$ cat config.mk
export PLATFORM = sky130hd
export DESIGN_NAME = pipeline_decode
export DESIGN_NICKNAME = d
export VERILOG_FILES = /design/src/rtl/pipeline_decode.sv
export SDC_FILE = /design/constraint.sdc
export NUM_CORES = 1
export LEC_CHECK = 0
export ABC_CLOCK_PERIOD_IN_PS = 4500
export BUFFER_PORTS_ARGS = -buffer_cell sky130_fd_sc_hd__buf_2
export CORE_UTILIZATION = 31
export DETAILED_ROUTE_END_ITERATION = 6
export PLACE_DENSITY = 0.61
export SLEW_MARGIN = 10
export SYNTH_ARGS = -nofsm -noshare
export SYNTH_HDL_FRONTEND = slang
export SYNTH_SLANG_ARGS = --single-unit
export TNS_END_PERCENT = 50
$ cat constraint.sdc
create_clock -name clk -period 4.5 [get_ports clk]
set_input_delay 1.35 -clock clk [delete_from_list [all_inputs] [get_ports clk]]
set_output_delay 1.35 -clock clk [all_outputs]
set_load 0.1 [all_outputs]
$ cat src/rtl/pipeline_decode.sv
`default_nettype none
// ============================================================================
// pipeline_decode : MIPS DECODE stage (operand read/bypass, interlocks,
//                   early branch command, registered issue bundle to EX)
// Rev 1.0
// ============================================================================
module pipeline_decode #(
  parameter int MULDIV_STALL = 2,
  parameter int LOAD_STALL   = 1
) (
  input  logic        clk,
  input  logic        rst,
  input  logic        flush,
  input  logic [31:0] pc_in,
  input  logic [31:0] inst_in,
  input  logic        br_late_done_in,
  input  logic [2:0]  fetch_exception,
  output logic [3:0]  early_branch_cmd,
  output logic [1:0]  stall_request,
  output logic [4:0]  rf_raddr1,
  output logic [4:0]  rf_raddr2,
  input  logic [31:0] rf_rdata1,
  input  logic [31:0] rf_rdata2,
  input  logic        wb_we,
  input  logic [4:0]  wb_addr,
  input  logic [31:0] wb_data,
  output logic        ex_valid,
  output logic [31:0] ex_pc,
  output logic [31:0] ex_inst,
  output logic [31:0] ex_rs_val,
  output logic [31:0] ex_rt_val,
  output logic [4:0]  ex_dest,
  output logic        ex_is_load,
  output logic        ex_is_muldiv,
  output logic [2:0]  ex_exception,
  output logic        ex_br_late_done
);

  localparam logic [5:0] c_OP_SPECIAL = 6'h00, c_OP_REGIMM = 6'h01, c_OP_J    = 6'h02,
                         c_OP_JAL     = 6'h03, c_OP_BEQ    = 6'h04, c_OP_BNE  = 6'h05,
                         c_OP_BLEZ    = 6'h06, c_OP_BGTZ   = 6'h07, c_OP_ADDI = 6'h08,
                         c_OP_ADDIU   = 6'h09, c_OP_SLTI   = 6'h0A, c_OP_SLTIU = 6'h0B,
                         c_OP_ANDI    = 6'h0C, c_OP_ORI    = 6'h0D, c_OP_XORI = 6'h0E,
                         c_OP_LUI     = 6'h0F, c_OP_LB     = 6'h20, c_OP_LH   = 6'h21,
                         c_OP_LW      = 6'h23, c_OP_LBU    = 6'h24, c_OP_LHU  = 6'h25,
                         c_OP_SB      = 6'h28, c_OP_SH     = 6'h29, c_OP_SW   = 6'h2B;
  localparam logic [5:0] c_FN_JR   = 6'h08, c_FN_JALR = 6'h09, c_FN_MFHI  = 6'h10,
                         c_FN_MFLO = 6'h12, c_FN_MULT = 6'h18, c_FN_MULTU = 6'h19,
                         c_FN_DIV  = 6'h1A, c_FN_DIVU = 6'h1B;
  localparam logic [1:0] c_LOAD_STALL   = 2'(LOAD_STALL);
  localparam logic [1:0] c_MULDIV_STALL = 2'(MULDIV_STALL);
  localparam logic [1:0] c_BOTH_STALL   = (c_MULDIV_STALL > c_LOAD_STALL) ? c_MULDIV_STALL
                                                                          : c_LOAD_STALL;

  logic [31:0] r_d_pc, r_d_inst;
  logic [2:0]  r_d_exc;
  logic        r_d_bld, r_d_fresh;
  logic [1:0]  r_hold_cnt;

  logic        r_ex_valid, r_ex_is_load, r_ex_is_muldiv, r_ex_bld;
  logic [31:0] r_ex_pc, r_ex_inst, r_ex_rs_val, r_ex_rt_val;
  logic [4:0]  r_ex_dest;
  logic [2:0]  r_ex_exc;

  logic [5:0]  w_op, w_funct;
  logic [4:0]  w_rs, w_rt, w_rd;
  logic [4:0]  w_dest, w_dest_final;
  logic        w_is_load, w_is_muldiv, w_is_mfhilo, w_undef, w_uses_rs, w_uses_rt;
  logic [3:0]  w_br_cmd, w_cond_cmd;
  logic [2:0]  w_exc;
  logic        w_d_valid, w_load_hit, w_muldiv_hit, w_hazard, w_hold;
  logic [1:0]  w_stall_val;
  logic [31:0] w_rs_val, w_rt_val;

  assign w_op       = r_d_inst[31:26];
  assign w_rs       = r_d_inst[25:21];
  assign w_rt       = r_d_inst[20:16];
  assign w_rd       = r_d_inst[15:11];
  assign w_funct    = r_d_inst[5:0];
  assign w_cond_cmd = r_d_inst[15] ? 4'd3 : 4'd4;

  always_comb begin
    w_dest      = 5'd0;
    w_is_load   = 1'b0;
    w_is_muldiv = 1'b0;
    w_is_mfhilo = 1'b0;
    w_undef     = 1'b0;
    w_uses_rs   = 1'b0;
    w_uses_rt   = 1'b0;
    w_br_cmd    = 4'd0;
    case (w_op)
      c_OP_SPECIAL: begin
        w_uses_rs = 1'b1;
        w_uses_rt = 1'b1;
        w_dest    = w_rd;
        case (w_funct)
          c_FN_JR: begin
            w_dest   = 5'd0;
            w_br_cmd = 4'd5;
          end
          c_FN_JALR: w_br_cmd = 4'd5;
          c_FN_MULT, c_FN_MULTU, c_FN_DIV, c_FN_DIVU: begin
            w_dest      = 5'd0;
            w_is_muldiv = 1'b1;
          end
          c_FN_MFHI, c_FN_MFLO: w_is_mfhilo = 1'b1;
          default: ;
        endcase
      end
      c_OP_REGIMM, c_OP_BLEZ, c_OP_BGTZ: begin
        w_uses_rs = 1'b1;
        w_br_cmd  = w_cond_cmd;
      end
      c_OP_BEQ, c_OP_BNE: begin
        w_uses_rs = 1'b1;
        w_uses_rt = 1'b1;
        w_br_cmd  = w_cond_cmd;
      end
      c_OP_J:   w_br_cmd = 4'd1;
      c_OP_JAL: begin
        w_br_cmd = 4'd2;
        w_dest   = 5'd31;
      end
      c_OP_ADDI, c_OP_ADDIU, c_OP_SLTI, c_OP_SLTIU,
      c_OP_ANDI, c_OP_ORI, c_OP_XORI, c_OP_LUI: begin
        w_uses_rs = 1'b1;
        w_dest    = w_rt;
      end
      c_OP_LB, c_OP_LH, c_OP_LW, c_OP_LBU, c_OP_LHU: begin
        w_uses_rs = 1'b1;
        w_dest    = w_rt;
        w_is_load = 1'b1;
      end
      c_OP_SB, c_OP_SH, c_OP_SW: begin
        w_uses_rs = 1'b1;
        w_uses_rt = 1'b1;
      end
      default: w_undef = 1'b1;
    endcase
  end

  // A FETCH exception wins over a locally detected undefined opcode.
  assign w_exc        = (r_d_exc != 3'd0) ? r_d_exc : (w_undef ? 3'd4 : 3'd0);
  assign w_dest_final = (w_exc != 3'd0) ? 5'd0 : w_dest;

  // Interlocks look only at D and EX registers so FETCH sees no path from inst_in.
  assign w_d_valid    = (r_d_inst != 32'd0);
  assign w_load_hit   = r_ex_is_load && (r_ex_dest != 5'd0) &&
                        ((w_uses_rs && (w_rs == r_ex_dest)) || (w_uses_rt && (w_rt == r_ex_dest)));
  assign w_muldiv_hit = w_is_mfhilo && r_ex_is_muldiv;
  assign w_hazard     = w_d_valid && !flush && (r_hold_cnt == 2'd0) && (w_load_hit || w_muldiv_hit);
  assign w_stall_val  = (w_load_hit && w_muldiv_hit) ? c_BOTH_STALL :
                        (w_load_hit ? c_LOAD_STALL : c_MULDIV_STALL);
  assign w_hold       = w_hazard || (r_hold_cnt != 2'd0);

  assign stall_request    = w_hazard ? w_stall_val : 2'd0;
  assign early_branch_cmd = (r_d_fresh && (r_ex_exc == 3'd0) && !flush) ? w_br_cmd : 4'd0;

  assign rf_raddr1 = w_rs;
  assign rf_raddr2 = w_rt;
  assign w_rs_val  = (w_rs == 5'd0) ? 32'd0 : ((wb_we && (wb_addr == w_rs)) ? wb_data : rf_rdata1);
  assign w_rt_val  = (w_rt == 5'd0) ? 32'd0 : ((wb_we && (wb_addr == w_rt)) ? wb_data : rf_rdata2);

  always_ff @(posedge clk) begin
    if (rst || flush) begin
      r_d_pc     <= 32'd0;
      r_d_inst   <= 32'd0;
      r_d_exc    <= 3'd0;
      r_d_bld    <= 1'b0;
      r_d_fresh  <= 1'b0;
      r_hold_cnt <= 2'd0;
    end else if (w_hold) begin
      r_d_fresh  <= 1'b0;
      r_hold_cnt <= w_hazard ? (w_stall_val - 2'd1) : (r_hold_cnt - 2'd1);
    end else begin
      r_d_pc     <= pc_in;
      r_d_inst   <= inst_in;
      r_d_exc    <= fetch_exception;
      r_d_bld    <= br_late_done_in;
      r_d_fresh  <= (inst_in != 32'd0);
    end
  end

  always_ff @(posedge clk) begin
    if (rst || flush || w_hold) begin
      r_ex_valid     <= 1'b0;
      r_ex_pc        <= 32'd0;
      r_ex_inst      <= 32'd0;
      r_ex_rs_val    <= 32'd0;
      r_ex_rt_val    <= 32'd0;
      r_ex_dest      <= 5'd0;
      r_ex_is_load   <= 1'b0;
      r_ex_is_muldiv <= 1'b0;
      r_ex_exc       <= 3'd0;
      r_ex_bld       <= 1'b0;
    end else begin
      r_ex_valid     <= w_d_valid;
      r_ex_pc        <= r_d_pc;
      r_ex_inst      <= r_d_inst;
      r_ex_rs_val    <= w_rs_val;
      r_ex_rt_val    <= w_rt_val;
      r_ex_dest      <= w_dest_final;
      r_ex_is_load   <= w_is_load;
      r_ex_is_muldiv <= w_is_muldiv;
      r_ex_exc       <= w_exc;
      r_ex_bld       <= r_d_bld;
    end
  end

  assign ex_valid        = r_ex_valid;
  assign ex_pc           = r_ex_pc;
  assign ex_inst         = r_ex_inst;
  assign ex_rs_val       = r_ex_rs_val;
  assign ex_rt_val       = r_ex_rt_val;
  assign ex_dest         = r_ex_dest;
  assign ex_is_load      = r_ex_is_load;
  assign ex_is_muldiv    = r_ex_is_muldiv;
  assign ex_exception    = r_ex_exc;
  assign ex_br_late_done = r_ex_bld;

endmodule
`default_nettype wire
* Yosys cells after proc, flatten, opt, wreduce, memory -nomap -nowiden
Index checks and enable logic that the tools add are counted.
** Word-level totals
- Register bits :: 211
- Input bits :: 173
- Output and inout port bits :: 156
** Operators by class
- $add $sub $neg :: 2
- Equality and inequality tests :: 35
- Muxes and demuxes :: 20
- Bitwise logic cells :: 1
- Reduce and logical (&&, ||, !) cells :: 45
** Operators by type and width (number)
- 32-bit two-way mux :: 2
- 32-bit nonzero test :: 2
- 6-bit by 4-bit == test with 1-bit output, second input constant :: 10
- 6-bit == test, second input constant :: 8
- 6-bit by 5-bit == test with 1-bit output, second input constant :: 6
- 6-bit by 3-bit == test with 1-bit output, second input constant :: 4
- 24-bit OR reduction :: 1
- 22-bit OR reduction :: 1
- 5-bit == test :: 4
- 5-bit one-hot mux with 3 select lines :: 1
- 5-bit OR reduction :: 3
- 2-bit OR reduction :: 7
- 1-bit logical AND :: 13
- 13-bit OR reduction :: 1
- 6-bit by 2-bit == test with 1-bit output, second input constant :: 2
- 3-bit two-way mux :: 4
- 3-bit one-hot mux with 4 select lines :: 1
- 5-bit logical NOT :: 2
- 2-bit two-way mux :: 4
- 6-bit by 1-bit == test with 1-bit output, second input constant :: 1
- 6-bit logical NOT :: 1
- 1-bit two-way mux :: 6
- 3-bit nonzero test :: 2
- 6-bit OR reduction :: 1
- 11 further kinds :: 16

* Depth between registers and ports, before layout
Gate-level depths: netlist of the first run.
- Depth after elaboration :: 11
- Mapped depth :: 9

* Worst setup path before layout of the first run
Ideal clock, no wire load.
- Path kind :: flip-flop to output port
- Start point :: register r_ex_dest[4], in the netlist ex_dest[4]
- End point :: output stall_request[0]
- Data arrival time :: 3.783 ns
- Data required time :: 3.150 ns
- Path slack :: -0.633 ns
- Cell stages (with the launch flop) :: 8
- Buffers on the path :: 2
- Cells stage by stage :: dfxtp_1 xor2_1 or4_1 a211o_1 a211o_1 buf_2 clkbuf_1 nor2_1
** On the way
- Word-level cells in the longest chain between the ends :: 7
- Elaborated cells on any way between the ends :: 14
** RTL lines
- start: declaration :: line 62 : logic [4:0] r_ex_dest;
- start signal: assignment :: line 202 : r_ex_dest <= w_dest_final;
- 5-bit == test :: line 149 : ((w_uses_rs && (w_rs == r_ex_dest)) || (w_uses_rt && (w_rt == r_ex_dest)));
- 1-bit logical AND :: line 149
- 1-bit logical OR :: line 149
- 1-bit logical AND * :: line 148 : assign w_load_hit = r_ex_is_load && (r_ex_dest != 5'd0) &&
- 2-bit two-way mux, or another cell as far along :: line 153 : (w_load_hit ? c_LOAD_STALL : c_MULDIV_STALL);
- 2-bit two-way mux or 1-bit logical AND (tied branches) :: line 152, 151
- 2-bit two-way mux * :: line 156 : assign stall_request = w_hazard ? w_stall_val : 2'd0;
- end: declaration :: line 19 : output logic [1:0] stall_request,
Every way passes the cells marked *; elsewhere a longest branch is shown, timed or not.

* Worst setup path after layout of the first run
- Start point :: register r_d_inst[26]
- End point :: output early_branch_cmd[0]
** On the way
- Word-level cells in the longest chain between the ends :: 4
- Elaborated cells on any way between the ends :: 11
** RTL lines
- start: declaration :: line 55 : logic [31:0] r_d_pc, r_d_inst;
- start signal: assignment :: line 177 : r_d_inst <= inst_in;
- 6-bit by 3-bit == test with 1-bit output or 6-bit by 1-bit == test with 1-bit output (tied branches) :: line 91 : case (w_op)
- 5-bit OR reduction (no source line)
- 3-bit one-hot mux with 4 select lines * :: line 91
- 4-bit two-way mux * :: line 157 : assign early_branch_cmd = (r_d_fresh && (r_ex_exc == 3'd0) && !flush) ? w_br_cmd : 4'd0;
- end: declaration :: line 18 : output logic [3:0] early_branch_cmd,
Marked as above.

==> reports/results.tsv, run 1 <==
metric	value	unit
status	completed	
crit path from	r_d_inst[26]	
HP Class	reg2reg	
Fmax achieved	0.245	GHz
H-tree depth reported by CTS	1	
RSZ-0062 raised after global routing	no	
Worst R2R Path Depth	7	
Fin Setup TNS	0	ps
total gr overflow	0	
EDFF count, synth	0	
number of core rows	57	
Worst Setup Start Kind	flop	
maximum VDD drop	0.000230	V
final setup violation count	0	
IO Pins	329	
CP Data Required Time	3150	ps
FF-to-FF End	ex_is_load	
Cells after Synth	825	
Sw Ratio	26.8	%
vias in the first global route	6928	
routed vias/inst	4.97	
clk slew on worst S/H paths	60	ps
Yosys reg bits	211	
cts repair resizes	0	
Tcrit/Tclk final	90.7	%
R2R setup slack	1060	ps
core box area	24500	um2
Setup Slack @ Placement	454	ps
max_cap viols	0	
largest net degree at the start of global routing	70	
Post-Syn Area	7820	um2
Initial Util	31.9	%
count leader, synth	dfxtp_1	
crit path kind	reg2out	
Buffers on Ports	327	
ANT nets after route	0	
WL/cell	18.1	um
CTS hold repair buffers	0	
Die Height	161	um
sequential share of power	42.7	%
syn nets	998	
initial antenna violation count	3	
CP endpoint kind	output pin	
DIE WIDTH	161	um
worst slew pin tran	826	ps
TritonCTS clock tree	built	
HPWL reported at the end of detailed placement	18.6	mm
CTS root buffer	clkbuf_16	
slew margin rel.	44.9	%
clk_lat worst skew	520	ps
P_int	3.35	mW
first-pass GRT wire length	39.6	mm
die footprint	25900	um2
detailed-route DRC error count	0	
min cycle time layout	4080	ps
DRT Wirelength	26.3	mm
DR vias	7203	
GPL Wtd Cong	0.860	
share of the synthesized area in the top cell type	54.0	%
drt initial violations	537	
YS warnings	0	
Synth area leader	dfxtp_1	
Distinct cells, synth	42	
Total Nets Final	1283	
CP arrival	2730	ps
clock power share	45.0	%
CP Max Fanout	8	
Post-CTS Setup Bufs	0	
pwr dens	438	nW/um2
Inst Count DP	1408	
post-route setup slack	420	ps
GRT Util Overall	19.5	%
NetSw	1.23	mW
Synth Area per Inst	9.48	um2
layout cells sized above 1	35.9	%
Clock Path Buffers	3	
Post-DP Area	9620	um2
Comb pwr share	12.2	%
Area Growth Syn to Fin	33.8	%
Pleak	5.01	nW
Worst setup endpoint	early_branch_cmd[0]	
clk_skew	14.1	ps
Synth area leaders	dfxtp_1, mux2i_1, and3_1	
TritonRoute pass-1 iters	5	
sequential share of the synthesized area	54.0	%
count of final hold-check violations	0	
hold_ws	466	ps
most used flip-flop cell after synthesis	dfxtp_1	
clock tree sinks	211	
fin. max-slew vios	0	
post-route cell area	10500	um2
Async S/R FF share, synth	0	%
Post-synth top cells	dfxtp_1, nor2_1, a21oi_1	
final std cells w/o fill	1450	
FF-to-FF Start	r_d_inst[17]	
cts bufs inserted	24	
final cells by class:
cell class,count,area [um2]
Clock buffer,30,674
Timing Repair Buffer,340,1750
Antenna cell,2,5.00
Inverter,4,15.0
Clock inverter,10,160
Fill cell,2489,14100
Tap cell,324,405
Sequential cell,211,4220
Multi-Input combinational cell,529,3230
worst min path at each step:
stage          startpoint              end  slack, ps  depth (start not counted)
6_report        r_d_pc[9]         ex_pc[9]        470                          1
5_1_grt         r_d_pc[9]         ex_pc[9]        480                          1
4_1_cts         r_d_pc[7]         ex_pc[7]        470                          1
3_5_place_dp   r_d_pc[27]        ex_pc[27]        460                          1
3_3_place_gp   r_d_pc[11]        ex_pc[11]        450                          1
2_1_floorplan  r_d_exc[2]  ex_exception[2]        440                          2
through the flow:
stage	util [%]	power [mW]
2_1_floorplan	-	2.39
3_3_place_gp	39.2	2.56
3_5_place_dp	39.2	2.56
4_1_cts	42.6	4.63
5_1_grt	42.6	4.76
6_report	42.6	4.58
registers in the layout, summed over array words and instances, names as in the netlist:
signal and cells:
ex_inst 32, ex_pc 32, ex_rs_val 32, ex_rt_val 32, r_d_inst 32, r_d_pc 32
ex_dest 5, ex_exception 3, r_d_exc 3, r_hold_cnt 2, ex_br_late_done 1, ex_is_load 1
ex_is_muldiv 1, ex_valid 1, r_d_bld 1, r_d_fresh 1
critical path: stages, from the launching register on:
cell and delay (ps):
dfxtp_1 380, nor4_1 560, nand3_1 230, or3_1 430, a21oi_1 170, buf_2 450
placed cells by master, fill, tap and decap left out, drive strengths merged, types with 8 or more instances in the layout:
| master | n |
|---|---|
| nand4 | 8 |
| nor2 | 85 |
| nor4 | 16 |
| o21ai | 69 |
| dfxtp | 211 |
| clkbuf | 30 |
| mux2i | 64 |
| nand2 | 16 |
| a21oi | 70 |
| buf | 340 |
| and3 | 65 |
| nand3 | 67 |
| xor2 | 16 |
power by group through the flow:
stage	Sequential, mW	Clock, mW	Combinational, mW
floorplan	2.22	0	0.176
global placement	2.00	0	0.561
detailed placement	2.00	0	0.563
CTS	1.96	2.11	0.564
global route	1.96	2.20	0.592
finish	1.96	2.06	0.561
cell families after synthesis:
| kind of cell | share of synthesized area, % |
|---|---|
| buffers and inverters | 5.34 |
| muxes | 8.19 |
| AOI/OAI and AO/OA | 11.2 |
| xor gates and xnor gates | 2.24 |
| other | 0.0480 |
| DFF | 54.0 |
| and+or+nand+nor | 18.9 |
metal layers:
| layer | global-route usage (%) | vias to the layer above | wire length [um] |
|---|---|---|---|
| met3 | 3.56 | 42 | 1910 |
| met1 | 24.9 | 3403 | 11200 |
| met5 | 0 | - | 0 |
| li1 | - | 3456 | - |
| met2 | 33.5 | 302 | 12500 |
| met4 | 5.96 | 0 | 645 |
Power figures use the tool's default switching activity.
==> inputs of run 2 (changes only) <==
ABC_AREA = 1   (was unset)
ABC_CLOCK_PERIOD_IN_PS = 3890   (was 4500)
MAX_ROUTING_LAYER = met4   (was unset)
PLACE_DENSITY = 0.6   (was 0.61)
clock period = 3.89 ns   (was 4.5 ns; I/O delays follow)
==> reports/results.tsv, run 2 <==
metric	value	unit
Total Nets Final	1578	
H-tree depth reported by CTS	1	
Synth area leaders	dfxtp_1, nor2_1, nand2_1	
maximum VDD drop	0.000324	V
Critical Path Max Stage Delay	450	ps
initial antenna violation count	6	
clk_lat worst skew	520	ps
IO Pins	329	
Area Growth Syn to Fin	32.9	%
count of final hold-check violations	0	
ANT nets after route	0	
vias in the first global route	7275	
worst path cell trace	buf_2 > inv_1 > nand4_1 > a31oi_2 > buf_2	
Post-Syn Area	8200	um2
FF-to-FF End	ex_pc[0]	
clock tree sinks	211	
DRT Wirelength	27.0	mm
cts repair resizes	0	
cts bufs inserted	24	
routed vias/inst	4.52	
drt initial violations	441	
Die Height	165	um
first-pass GRT wire length	39.6	mm
Initial Util	31.6	%
CP arrival	2300	ps
overall power	5.25	mW
count leader, synth	dfxtp_1	
crit path from	flush	
HPWL reported at the end of detailed placement	20.1	mm
DR vias	7959	
Top cell by count, worst path	buf_2	
clk slew on worst S/H paths	60	ps
Clock Path Buffers	3	
most used flip-flop cell after synthesis	dfxtp_1	
most frequent cells in the layout	buf_2, dfxtp_1, nor2_1	
fin. max-slew vios	0	
largest net degree at the start of global routing	65	
layout cells sized above 1	27.5	%
min cycle time layout	3470	ps
CP endpoint kind	output pin	
GPL Wtd Cong	0.848	
slowest CP cell	buf_2	
DIE WIDTH	165	um
Distinct cells, synth	30	
status	completed	
Worst Setup Start Kind	input pin	
Yosys reg bits	211	
R2R setup slack	960	ps
CTS hold repair buffers	0	
WHS Path Cells	2	
TritonRoute pass-1 iters	4	
most common cell after layout, fill and taps aside	buf_2	
number of core rows	59	
max_cap viols	0	
sequential share of the synthesized area	51.5	%
Pleak	5.87	nW
final setup violation count	0	
total gr overflow	0	
HP Class	reg2reg	
detailed-route DRC error count	0	
YS warnings	0	
post-route cell area	10900	um2
Cells after Synth	1111	
EDFF count, synth	0	
GRT Util Overall	19.6	%
CP Data Required Time	2720	ps
die footprint	27100	um2
syn nets	1284	
share of the synthesized area in the top cell type	51.5	%
worst slew pin tran	575	ps
Post-DP Area	10100	um2
core box area	26000	um2
CP Max Fanout	3	
Worst R2R Path Depth	11	
Tcrit/Tclk final	89.2	%
filler instances	2775	
slew margin rel.	61.7	%
Synth area leader	dfxtp_1	
clk_skew	15.9	ps
Buffers on Ports	327	
hold_sp	r_d_pc[10]	
WL/cell	15.4	um
pwr dens	482	nW/um2
Post-CTS Setup Bufs	0	
Fmax achieved	0.288	GHz
TritonCTS clock tree	built	
Synth Area per Inst	7.38	um2
crit path kind	in2out	
FF-to-FF Start	r_d_inst[25]	
Min-Delay Endpoint	ex_pc[10]	
CTS root buffer	clkbuf_16	
RSZ-0062 raised after global routing	no	
Async S/R FF share, synth	0	%
Post-synth top cells	dfxtp_1, nor2_1, nand2_1	
## run 2: cell types whose count changed after synthesis, moves of 13 or more
cell,previous run,this run
nand2_1,16,180
nand3_1,67,84
mux2i_1,64,0
clkbuf_1,59,28
and3_1,65,1
buf_2,4,27
inv_1,4,178
xor2_1,16,3
nand4_1,8,78
nor2_1,75,190
a21oi_1,70,4
## run 2: worst max-delay path by stage
stage	endpoint	slack (ps)
after CTS	early_branch_cmd[0]	380
final	early_branch_cmd[0]	420
after global placement	early_branch_cmd[0]	440
after floorplan	early_branch_cmd[1]	-130
after global routing	early_branch_cmd[2]	240
after detailed placement	early_branch_cmd[0]	450
## run 2: cell families after synthesis
kind of cell | after synthesis | synth area share (%)
AOI/OAI and AO/OA | 86 | 5.48
other | 1 | 0.0457
buffers and inverters | 254 | 12.7
DFF | 211 | 51.5
and+or+nand+nor | 550 | 29.4
xor gates and xnor gates | 9 | 0.961
## run 2: layer usage
layer	up-vias	track usage [%]	routed length, um
li1	4070	-	-
met1	3583	22.7	11300
met2	261	33.7	13100
met3	45	3.74	1760
met4	0	6.51	803
met5	-	-	0
## run 2: stage by stage
step / TNS [ps] / setup slack [ps] / util (%) / hold WS [ps] / std cells
after floorplan: -338 / -134 / - / 409 / 1111
after global placement: 0 / 444 / 38.8 / 412 / 1714
after detailed placement: 0 / 452 / 38.8 / 419 / 1714
after CTS: 0 / 381 / 41.9 / 428 / 1756
after global routing: 0 / 238 / 42.0 / 443 / 1760
final: 0 / 419 / 42.0 / 430 / 1760
## run 2: where the power goes
group	internal, mW	switching [mW]
clock network	1.38	0.888
registers	2.23	0.0375
logic	0.175	0.541
## run 2: area by class of cell
class / instances / area, um2 / area share, %
Sequential cell: 211 / 4220 / 38.7
Multi-Input combinational cell: 646 / 2970 / 27.2
Timing Repair Buffer: 342 / 1800 / 16.5
Clock buffer: 35 / 702 / 6.44
Inverter: 180 / 676 / 6.20
Tap cell: 335 / 419 / 3.84
Clock inverter: 7 / 101 / 0.930
Antenna cell: 4 / 10.0 / 0.0918
## run 2: worst max-delay path, delay by kind of cell
| kind | cells | cell delay [ps] |
|---|---|---|
| and+or+nand+nor | 1 | 210 |
| AOI/OAI and AO/OA | 1 | 200 |
| buffers and inverters | 3 | 730 |
